## config.mk

```make
export PLATFORM = sky130hd
export DESIGN_NAME = mmult_seq
export DESIGN_NICKNAME = d
export VERILOG_FILES = /design/src/rtl/mmult_seq_pkg.sv /design/src/rtl/mmult_addr_step.sv /design/src/rtl/mmult_seq.sv
export SDC_FILE = /design/constraint.sdc
export NUM_CORES = 1
export LEC_CHECK = 0
export ABC_AREA = 1
export BUFFER_PORTS_ARGS = -buffer_cell sky130_fd_sc_hd__buf_2
export CAP_MARGIN = 0
export CORE_AREA = 2 2 106 108
export DETAILED_ROUTE_END_ITERATION = 8
export DIE_AREA = 0 0 108 110
export HOLD_SLACK_MARGIN = 0.15
export PLACE_DENSITY = 0.55
export SYNTH_ARGS = -nofsm -noshare
export SYNTH_HDL_FRONTEND = slang
export SYNTH_SLANG_ARGS = --single-unit
export TNS_END_PERCENT = 20
```

## constraint.sdc

```tcl
create_clock -name clk -period 3.5 [get_ports clk]
set_input_delay 0.7 -clock clk [delete_from_list [all_inputs] [get_ports clk]]
set_output_delay 0.7 -clock clk [all_outputs]
set_load 0.03 [all_outputs]
```

## src/rtl/mmult_seq_pkg.sv

```systemverilog
// Shared definitions for the MMULT sequencer: FSM state encoding, the
// smallest legal matrix width and default datapath sizes.
package mmult_seq_pkg;

  // Default matrix word-address width (byte address bits 23:2).
  localparam int ADDR_W_DEF = 22;

  // Default multiply/accumulate latency from last issue to valid result.
  localparam int PIPE_LAT_DEF = 2;

  // Narrowest matrix the systolic unit can process.
  localparam logic [3:0] MWIDTH_MIN = 4'd3;

  // Sequencer states.
  typedef enum logic [2:0] {
    S_IDLE  = 3'd0,
    S_LOAD  = 3'd1,
    S_RUN   = 3'd2,
    S_DRAIN = 3'd3,
    S_WRITE = 3'd4,
    S_DONE  = 3'd5
  } state_e;

  // True when a launch with this width may proceed.
  function automatic logic width_legal(input logic [3:0] w);
    return (w >= MWIDTH_MIN);
  endfunction

endpackage

```

## src/rtl/mmult_addr_step.sv

```systemverilog
// Matrix address walker: holds the current word address, loads the base on
// launch and advances by one word (row order) or by the matrix width
// (column order) on every issued element. Arithmetic wraps silently.
module mmult_addr_step
  import mmult_seq_pkg::*;
#(
  parameter int ADDR_W = ADDR_W_DEF
) (
  input  logic              clk,
  input  logic              reset,
  input  logic              load_i,
  input  logic [ADDR_W-1:0] base_i,
  input  logic              step_i,
  input  logic              col_mode_i,
  input  logic [3:0]        width_i,
  output logic [ADDR_W-1:0] addr_o
);

  logic [ADDR_W-1:0] addr_q;
  logic [ADDR_W-1:0] addr_d;
  logic [ADDR_W-1:0] stride;

  // Column mode jumps a whole row of words, row mode walks consecutive words.
  always_comb begin
    stride = col_mode_i ? ADDR_W'(width_i) : ADDR_W'(1);
  end

  // Load has priority over stepping; the sum truncates to ADDR_W bits.
  always_comb begin
    addr_d = addr_q;
    if (load_i) begin
      addr_d = base_i;
    end else if (step_i) begin
      addr_d = addr_q + stride;
    end
  end

  // Address register, cleared by reset.
  always_ff @(posedge clk or posedge reset) begin
    if (reset) begin
      addr_q <= '0;
    end else begin
      addr_q <= addr_d;
    end
  end

  assign addr_o = addr_q;

endmodule

```

## src/rtl/mmult_seq.sv

```systemverilog
// MMULT sequencer. Accepts a launch from decode, loads and steps the
// register-half counter, walks the matrix address, waits out the
// multiply/accumulate pipeline and holds the result write until the
// register file acknowledges it. All control outputs are registered; mr1
// and maddr come straight from their holding registers.
module mmult_seq
  import mmult_seq_pkg::*;
#(
  parameter int ADDR_W   = ADDR_W_DEF,
  parameter int PIPE_LAT = PIPE_LAT_DEF
) (
  input  logic              clk,
  input  logic              reset,
  input  logic              start,
  input  logic [3:0]        mwidth,
  input  logic              maddw,
  input  logic [ADDR_W-1:0] mtxa,
  input  logic [4:0]        rs_base,
  input  logic              stall,
  input  logic              wr_ack,
  output logic              cntld,
  output logic              cnten,
  output logic [4:0]        mr1,
  output logic [ADDR_W-1:0] maddr,
  output logic              mac_en,
  output logic              mac_clr,
  output logic              wr_req,
  output logic              busy,
  output logic              done,
  output logic              err
);

  // Drain counter only needs to hold PIPE_LAT-1.
  localparam int DRAIN_W = (PIPE_LAT > 1) ? $clog2(PIPE_LAT) : 1;

  state_e             state_q;
  state_e             state_d;
  logic [3:0]         remain_q;
  logic [3:0]         remain_d;
  logic               first_q;
  logic               first_d;
  logic [DRAIN_W-1:0] drain_q;
  logic [DRAIN_W-1:0] drain_d;
  logic               armed_q;
  logic               armed_d;

  logic [3:0]         mwidth_q;
  logic               maddw_q;
  logic [4:0]         mr1_q;

  logic               cntld_q;
  logic               cntld_d;
  logic               cnten_q;
  logic               cnten_d;
  logic               mac_clr_q;
  logic               mac_clr_d;
  logic               wr_req_q;
  logic               wr_req_d;
  logic               busy_q;
  logic               busy_d;
  logic               done_q;
  logic               done_d;
  logic               err_q;
  logic               err_d;

  logic               accept;
  logic               issue_now;

  // A launch is taken only from IDLE and only with a legal width.
  always_comb begin
    accept = (state_q == S_IDLE) && start && width_legal(mwidth);
  end

  // An element is being issued in this cycle whenever the registered step
  // enable is up while in RUN; this drives both address and remain updates.
  always_comb begin
    issue_now = (state_q == S_RUN) && cnten_q;
  end

  // Next-state logic plus the registered outputs for the following cycle.
  // Outputs are derived from the next state so they line up with it; the
  // stall seen this cycle gates the issue slot of the next cycle.
  always_comb begin
    state_d  = state_q;
    remain_d = remain_q;
    first_d  = first_q;
    drain_d  = drain_q;
    armed_d  = armed_q;
    err_d    = 1'b0;

    unique case (state_q)
      S_IDLE: begin
        if (start) begin
          if (width_legal(mwidth)) begin
            state_d  = S_LOAD;
            remain_d = mwidth;
            first_d  = 1'b1;
          end else begin
            err_d = 1'b1;
          end
        end
      end
      S_LOAD: begin
        state_d = S_RUN;
      end
      S_RUN: begin
        if (issue_now) begin
          remain_d = remain_q - 4'd1;
          first_d  = 1'b0;
          if (remain_q == 4'd1) begin
            state_d = S_DRAIN;
            drain_d = DRAIN_W'(PIPE_LAT - 1);
          end
        end
      end
      S_DRAIN: begin
        if (drain_q == '0) begin
          state_d = S_WRITE;
          armed_d = 1'b0;
        end else begin
          drain_d = drain_q - DRAIN_W'(1);
        end
      end
      S_WRITE: begin
        // An ack in the very cycle the request first appears cannot be a
        // reply to it, so acks count from the second WRITE cycle on.
        armed_d = 1'b1;
        if (armed_q && wr_ack) begin
          state_d = S_DONE;
        end
      end
      S_DONE: begin
        state_d = S_IDLE;
      end
      default: begin
        state_d = S_IDLE;
      end
    endcase

    cntld_d   = (state_d == S_LOAD);
    cnten_d   = (state_d == S_RUN) && !stall;
    mac_clr_d = cnten_d && first_d;
    wr_req_d  = (state_d == S_WRITE);
    busy_d    = (state_d != S_IDLE);
    done_d    = (state_d == S_DONE);
  end

  // FSM and sequencing counters.
  always_ff @(posedge clk or posedge reset) begin
    if (reset) begin
      state_q  <= S_IDLE;
      remain_q <= '0;
      first_q  <= 1'b0;
      drain_q  <= '0;
      armed_q  <= 1'b0;
    end else begin
      state_q  <= state_d;
      remain_q <= remain_d;
      first_q  <= first_d;
      drain_q  <= drain_d;
      armed_q  <= armed_d;
    end
  end

  // Launch parameters captured when a start is accepted.
  always_ff @(posedge clk or posedge reset) begin
    if (reset) begin
      mwidth_q <= '0;
      maddw_q  <= 1'b0;
      mr1_q    <= '0;
    end else if (accept) begin
      mwidth_q <= mwidth;
      maddw_q  <= maddw;
      mr1_q    <= rs_base;
    end
  end

  // Registered control outputs.
  always_ff @(posedge clk or posedge reset) begin
    if (reset) begin
      cntld_q   <= 1'b0;
      cnten_q   <= 1'b0;
      mac_clr_q <= 1'b0;
      wr_req_q  <= 1'b0;
      busy_q    <= 1'b0;
      done_q    <= 1'b0;
      err_q     <= 1'b0;
    end else begin
      cntld_q   <= cntld_d;
      cnten_q   <= cnten_d;
      mac_clr_q <= mac_clr_d;
      wr_req_q  <= wr_req_d;
      busy_q    <= busy_d;
      done_q    <= done_d;
      err_q     <= err_d;
    end
  end

  mmult_addr_step #(
    .ADDR_W (ADDR_W)
  ) u_addr (
    .clk        (clk),
    .reset      (reset),
    .load_i     (accept),
    .base_i     (mtxa),
    .step_i     (issue_now),
    .col_mode_i (maddw_q),
    .width_i    (mwidth_q),
    .addr_o     (maddr)
  );

  assign cntld   = cntld_q;
  assign cnten   = cnten_q;
  assign mac_en  = cnten_q;
  assign mac_clr = mac_clr_q;
  assign wr_req  = wr_req_q;
  assign busy    = busy_q;
  assign done    = done_q;
  assign err     = err_q;
  assign mr1     = mr1_q;

endmodule

```

==> results of run 1 <==
placed cells by master, fill, tap and decap left out, types with 2 or more instances in the layout:
master      n
nor3_2      2
or2_2       2
o21ai_0    25
a211oi_1    2
nand3b_1    6
nand3_1    30
a21oi_1     6
nand2_1   144
o21bai_1    3
o22ai_1     2
nor2_2      3
o211ai_1    6
nor3_1      2
and2_1      2
xor2_1      3
nand4_1     4
clkbuf_8    6
o21ai_1     4
buf_2      71
dfrtp_1    49
inv_2       3
inv_1      50
nor2_1     31
ha_1        6
nand2_4     2
worst paths after layout:
path | startpoint | endpoint | slack (ns) | cells past startpoint
setup / recovery | state_q[0] | u_addr.addr_o[9] | 1.33 | 6
hold / removal | mr1[3] | mr1[3] | 0.49 | 2
setup reg to reg | state_q[0] | u_addr.addr_o[9] | 1.33 | 6
hold reg to reg | mr1[3] | mr1[3] | 0.49 | 2
max in group asynchronous | reset | u_addr.addr_o[13] | 2.18 | 2
min in group asynchronous | reset | u_addr.addr_o[15] | 0.66 | 2
kinds of logic (layout without fill, tap and decap cells):
group,Yosys count,in the layout,share of synthesized area (%)
xor gates and xnor gates,3,3,0.890
and+or+nand+nor,232,232,34.5
buffers and inverters,66,134,9.92
adders and majority gates,7,7,3.22
AOI/OAI and AO/OA,51,51,9.88
DFF,49,49,41.5
routing by layer:
layer / vias to the layer above / track usage, %
li1: 1428 / -
met3: 6 / 2.29
met5: - / 0
met4: 0 / 3.02
met1: 1257 / 18.0
met2: 75 / 25.2
per-stage QoR:
| stage | area [µm²] | hold WS, ns |
|---|---|---|
| finish | 3510 | 0.486 |
| global route | 3510 | 0.514 |
| CTS | 3510 | 0.489 |
| detailed placement | 3410 | 0.460 |
| global placement | 3410 | 0.463 |
| floorplan | 2950 | 0.449 |
worst min-delay path: stages, from the launching register on:
cell and delay (ns):
dfrtp_1 0.36, nand2_1 0.05, nand2_1 0.05
report_power, final:
group | switching [mW] | internal [mW]
clock network | 0.208 | 0.165
registers | 0.229 | 0.815
logic | 1.20 | 0.546
flip-flops by register name (all words and copies together), names as in the netlist:
signal	count
mac_clr	1
drain_q	1
remain_q	4
wr_req	1
u_addr.addr_o	22
mr1	5
armed_q	1
cntld	1
cnten	1
first_q	1
done	1
maddw_q	1
err	1
mwidth_q	4
state_q	3
busy	1
layout make-up:
type | instances | area share [%]
tap | 140 | 5.00
clock inverter | 2 | 0.500
timing repair buffer | 72 | 10.3
inverter | 54 | 5.85
clock buffer | 6 | 2.36
sequential | 49 | 35.0
multi-input combinational | 293 | 41.0
==> flow_summary.toml, run 1 <==
[run_status]
status = "completed"

[place]
portBuffers = 71
place_congestion = 0.832
dp_hpwl_mm = 5.79
dpl.cell_count = 608
post-place-ws_ns = 0.953

[cts]
clock_latency_ns = 0.30
cts_tree = "yes"
cts_buffer_depth = 2
cts.sinks = 49
cts-resized-gates = 0
cts_setup_buffers = 0
cts-buffers-inserted = 5
h-tree-depth = 2
clkTransAtPathRegs_ns = 0.10
cts_hold_buf = 0
cts-root-buf = "clkbuf_8"

[detailed_routing]
route.met3.wl_um = 386
m1WireLength_mm = 3.66
vias_per_cell = 4.49
first_iter_violations = 92
dr_wl_met2_mm = 3.71
dr.pass1.iters = 4
vias = 2766
postRouteAntennaNets = 0
wl_per_cell_um = 12.7
topRoutingLayerUsed = "met4"
wirelength_mm = 7.84
drc = 0

[timing]
final.setup.tns_ns = 0
setup_viol = 0
setup_ws_ns = 1.33
rsz0062_at_grt = "no"
relSlewSlack_pct = 28.1
tightestPinTransition_ns = 1.08
min_period_ns = 2.17
timing.final.crit_share_pct = 62.1
hold_viol = 0
skew_ns = 0.00385
drv_slew = 0
fmax_mhz = 460

[pwr]
power.density_nw_per_um2 = 903
vdd_ir_drop_max_mv = 0.353
p_total_mw = 3.17
p_leak_nw = 1.92

[worst_setup_path]
crit_path_cell_trace = "nor2_2 > nand4_4 > nand2_4 > o21ai_0 > o21bai_1 > nand2_1"
crit_arrival_ns = 2.42
worstPathRequired_ns = 3.75
max_stage_delay_ns = 0.51
critical-path-top-delay-family = "simple AND/OR/NAND/NOR gates"
slowest_stage = "nand4_4"
worst-setup-path-type = "register to register"
start_kind = "register"
path_max_fanout = 45
worst_setup_path_end_kind = "register"
crit_buf_inv = 0

[synthesis]
yosys_warnings = 0
syn-num-nets = 452
syn_area_per_cell_um2 = 7.23
synth_top_area_share_pct = 41.5
yosysUniqueCellTypes = 37
synth_edf_count = 0
yosysTopAreaCell = "dfrtp_1"
ys_seq_area_share_pct = 41.5
synthCells = 408
yosysMostFrequentCell = "nand2_1"
ys_top_cells_by_area = "dfrtp_1, nand2_1, inv_1, nand3_1, o21ai_0"
synth.cells.most_frequent = "nand2_1, inv_1, dfrtp_1"
synth_area_um2 = 2950
synth-seq-cells = 49
synthArstFlopShare_pct = 100
synth_ff_type = "dfrtp_1"

[floorplan]
coreArea_um2 = 10700
rows = 38
ios = 72
start_util_pct = 27.6
fp.dieH_um = 110
die_x_um = 108
die-area_um2 = 11900

[cells_and_area]
area_growth_pct = 18.8
ff_latch_area_um2 = 1230
final_cells = 616
fill_cells = 1175
antennaDiodeCount = 0
drive_gt1_share_pct = 20.4
fin_nets = 519
final_core_util_pct = 32.8
multi_input_area_um2 = 1440

[global_route]
grt-ovfl-total = 0
grt_pass1_vias = 2816
antenna_found_initial = 0
track_usage_pct = 14.1
grt_pass1_wl_mm = 13.3
grt_max_degree = 50

[flow_run]
cap_violations = 0

[worst_hold_path]
hold_path.class = "register to register"
Note: power is estimated with default switching activity, not from simulation.
==> inputs of run 2 (changes only) <==
Settings changed: PLACE_DENSITY 0.55 to 0.56.
Clock period 3.5 ns to 1.9 ns, I/O delays scaled along.
==> flow_summary.toml, run 2 (synthesized netlist as in run 1, its figures left out) <==
[detailed_routing]
wl_per_cell_um = 12.8
vias_per_cell = 4.47
first_iter_violations = 61
vias = 2811
dr.pass1.iters = 4
wirelength_mm = 8.05
drc = 0
postRouteAntennaNets = 0

[worst_hold_path]
hold_path.class = "input port to register"

[cts]
cts_buffer_depth = 2
cts.sinks = 49
cts_tree = "yes"
clkTransAtPathRegs_ns = 0.10
h-tree-depth = 2
cts-buffers-inserted = 5
clock_latency_ns = 0.30
cts-root-buf = "clkbuf_8"

[worst_setup_path]
cp_common_cell = "nand2_1"
worst-setup-path-type = "register to register"
crit_buf_inv = 1
worst_setup_path_end_kind = "register"
crit_arrival_ns = 2.02
crit_path_cell_trace = "inv_2 > nand2_1 > ha_2 > fa_2 > nand2_2 > nand3_4 > nand3_1 > nor3_1 > nand3b_1 > nand2_1 > nand2_1"
critical-path-top-delay-family = "simple AND/OR/NAND/NOR gates"
start_kind = "register"
worstPathRequired_ns = 2.10
path_max_fanout = 4
max_stage_delay_ns = 0.38
slowest_stage = "dfrtp_1"

[floorplan]
ios = 72
die_x_um = 108
start_util_pct = 27.6
fp.dieH_um = 110
die-area_um2 = 11900
rows = 38
coreArea_um2 = 10700

[timing]
relSlewSlack_pct = 80.2
timing.final.crit_share_pct = 95.7
skew_ns = 0.00944
setup_viol = 0
fmax_mhz = 550
hold_viol = 0
tightestPinTransition_ns = 0.297
final.setup.tns_ns = 0
drv_slew = 0
rsz0062_at_grt = "yes"
min_period_ns = 1.82

[global_route]
track_usage_pct = 14.1
grt_pass1_wl_mm = 13.2
grt_max_degree = 50
antenna_found_initial = 0
grt-ovfl-total = 0
grt_pass1_vias = 2715

[cells_and_area]
final_common_cell = "nand2_1"
largest_register_ffs = 22
layout_common_cells = "nand2_1, buf_2, dfrtp_1"
fin_nets = 532
drive_gt1_share_pct = 25.8
area_growth_pct = 26.8
final_core_util_pct = 35.0
fill_cells = 1176
antennaDiodeCount = 0

[run_status]
status = "completed"

[place]
portBuffers = 71
place_congestion = 0.880
dp_hpwl_mm = 6.01

[pwr]
vdd_ir_drop_max_mv = 0.534
power.density_nw_per_um2 = 1680
p_leak_nw = 2.01

[flow_run]
cap_violations = 0
## run 2: final timing paths
path	from	to	slack, ns	cells after the start
min in group asynchronous	reset	u_addr.addr_o[15]	0.64	4
min reg2reg	mr1[1]	mr1[1]	0.49	2
min	rs_base[4]	mr1[4]	0.26	3
max	mwidth_q[0]	u_addr.addr_o[14]	0.08	11
max in group asynchronous	reset	u_addr.addr_o[0]	0.99	4
max reg2reg	mwidth_q[0]	u_addr.addr_o[14]	0.08	11
## run 2: repair_timing
item | in CTS | in global routing
buffers inserted | 0 | 3
pin swaps | 1 | 5
endpoints found under the setup margin | 1 | 17
resized for setup | 1 | 21
hold endpoints to repair | 49 | 0
hold buffers | 1 | 0
## run 2: final cells by class
type	count	area (µm²)	share of cell area, %
clock buffer	6	72.6	1.94
inverter	54	205	5.48
timing repair buffer	85	500	13.4
clock inverter	2	38.8	1.04
multi-input combinational	293	1520	40.7
sequential	49	1230	32.8
tap	140	175	4.68
## run 2: routing by layer
| layer | track usage, % | wire length (µm) |
|---|---|---|
| met5 | 0 | 0 |
| met4 | 2.75 | 66 |
| met3 | 2.41 | 374 |
| met2 | 25.2 | 3980 |
| met1 | 18.0 | 3630 |
## run 2: worst reg2reg max path, cell delays in order (launching register included)
cell	delay, ns
dfrtp_1	0.38
inv_2	0.05
nand2_1	0.05
ha_2	0.19
fa_2	0.38
nand2_2	0.11
nand3_4	0.08
nand3_1	0.15
nor3_1	0.06
nand3b_1	0.16
nand2_1	0.06
nand2_1	0.04
## run 2: power breakdown
group / internal, mW / switching (mW)
combinational: 1.25 / 2.35
clock: 0.396 / 0.362
sequential: 1.50 / 0.432
total: 3.15 / 3.14
## run 2: metrics by stage
step / instances / area [µm²] / power (mW) / worst slack [ns] / hold WS [ns]
CTS: 626 / 3640 / 6.21 / 0.0122 / 0.248
floorplan: 408 / 2960 / 4.44 / 0.0436 / 0.449
detailed placement: 617 / 3510 / 5.41 / 0.0189 / 0.455
global placement: 617 / 3510 / 5.35 / 0.0352 / 0.452
finish: 629 / 3740 / 6.29 / 0.0808 / 0.260
global route: 629 / 3740 / 6.89 / -0.0176 / 0.247
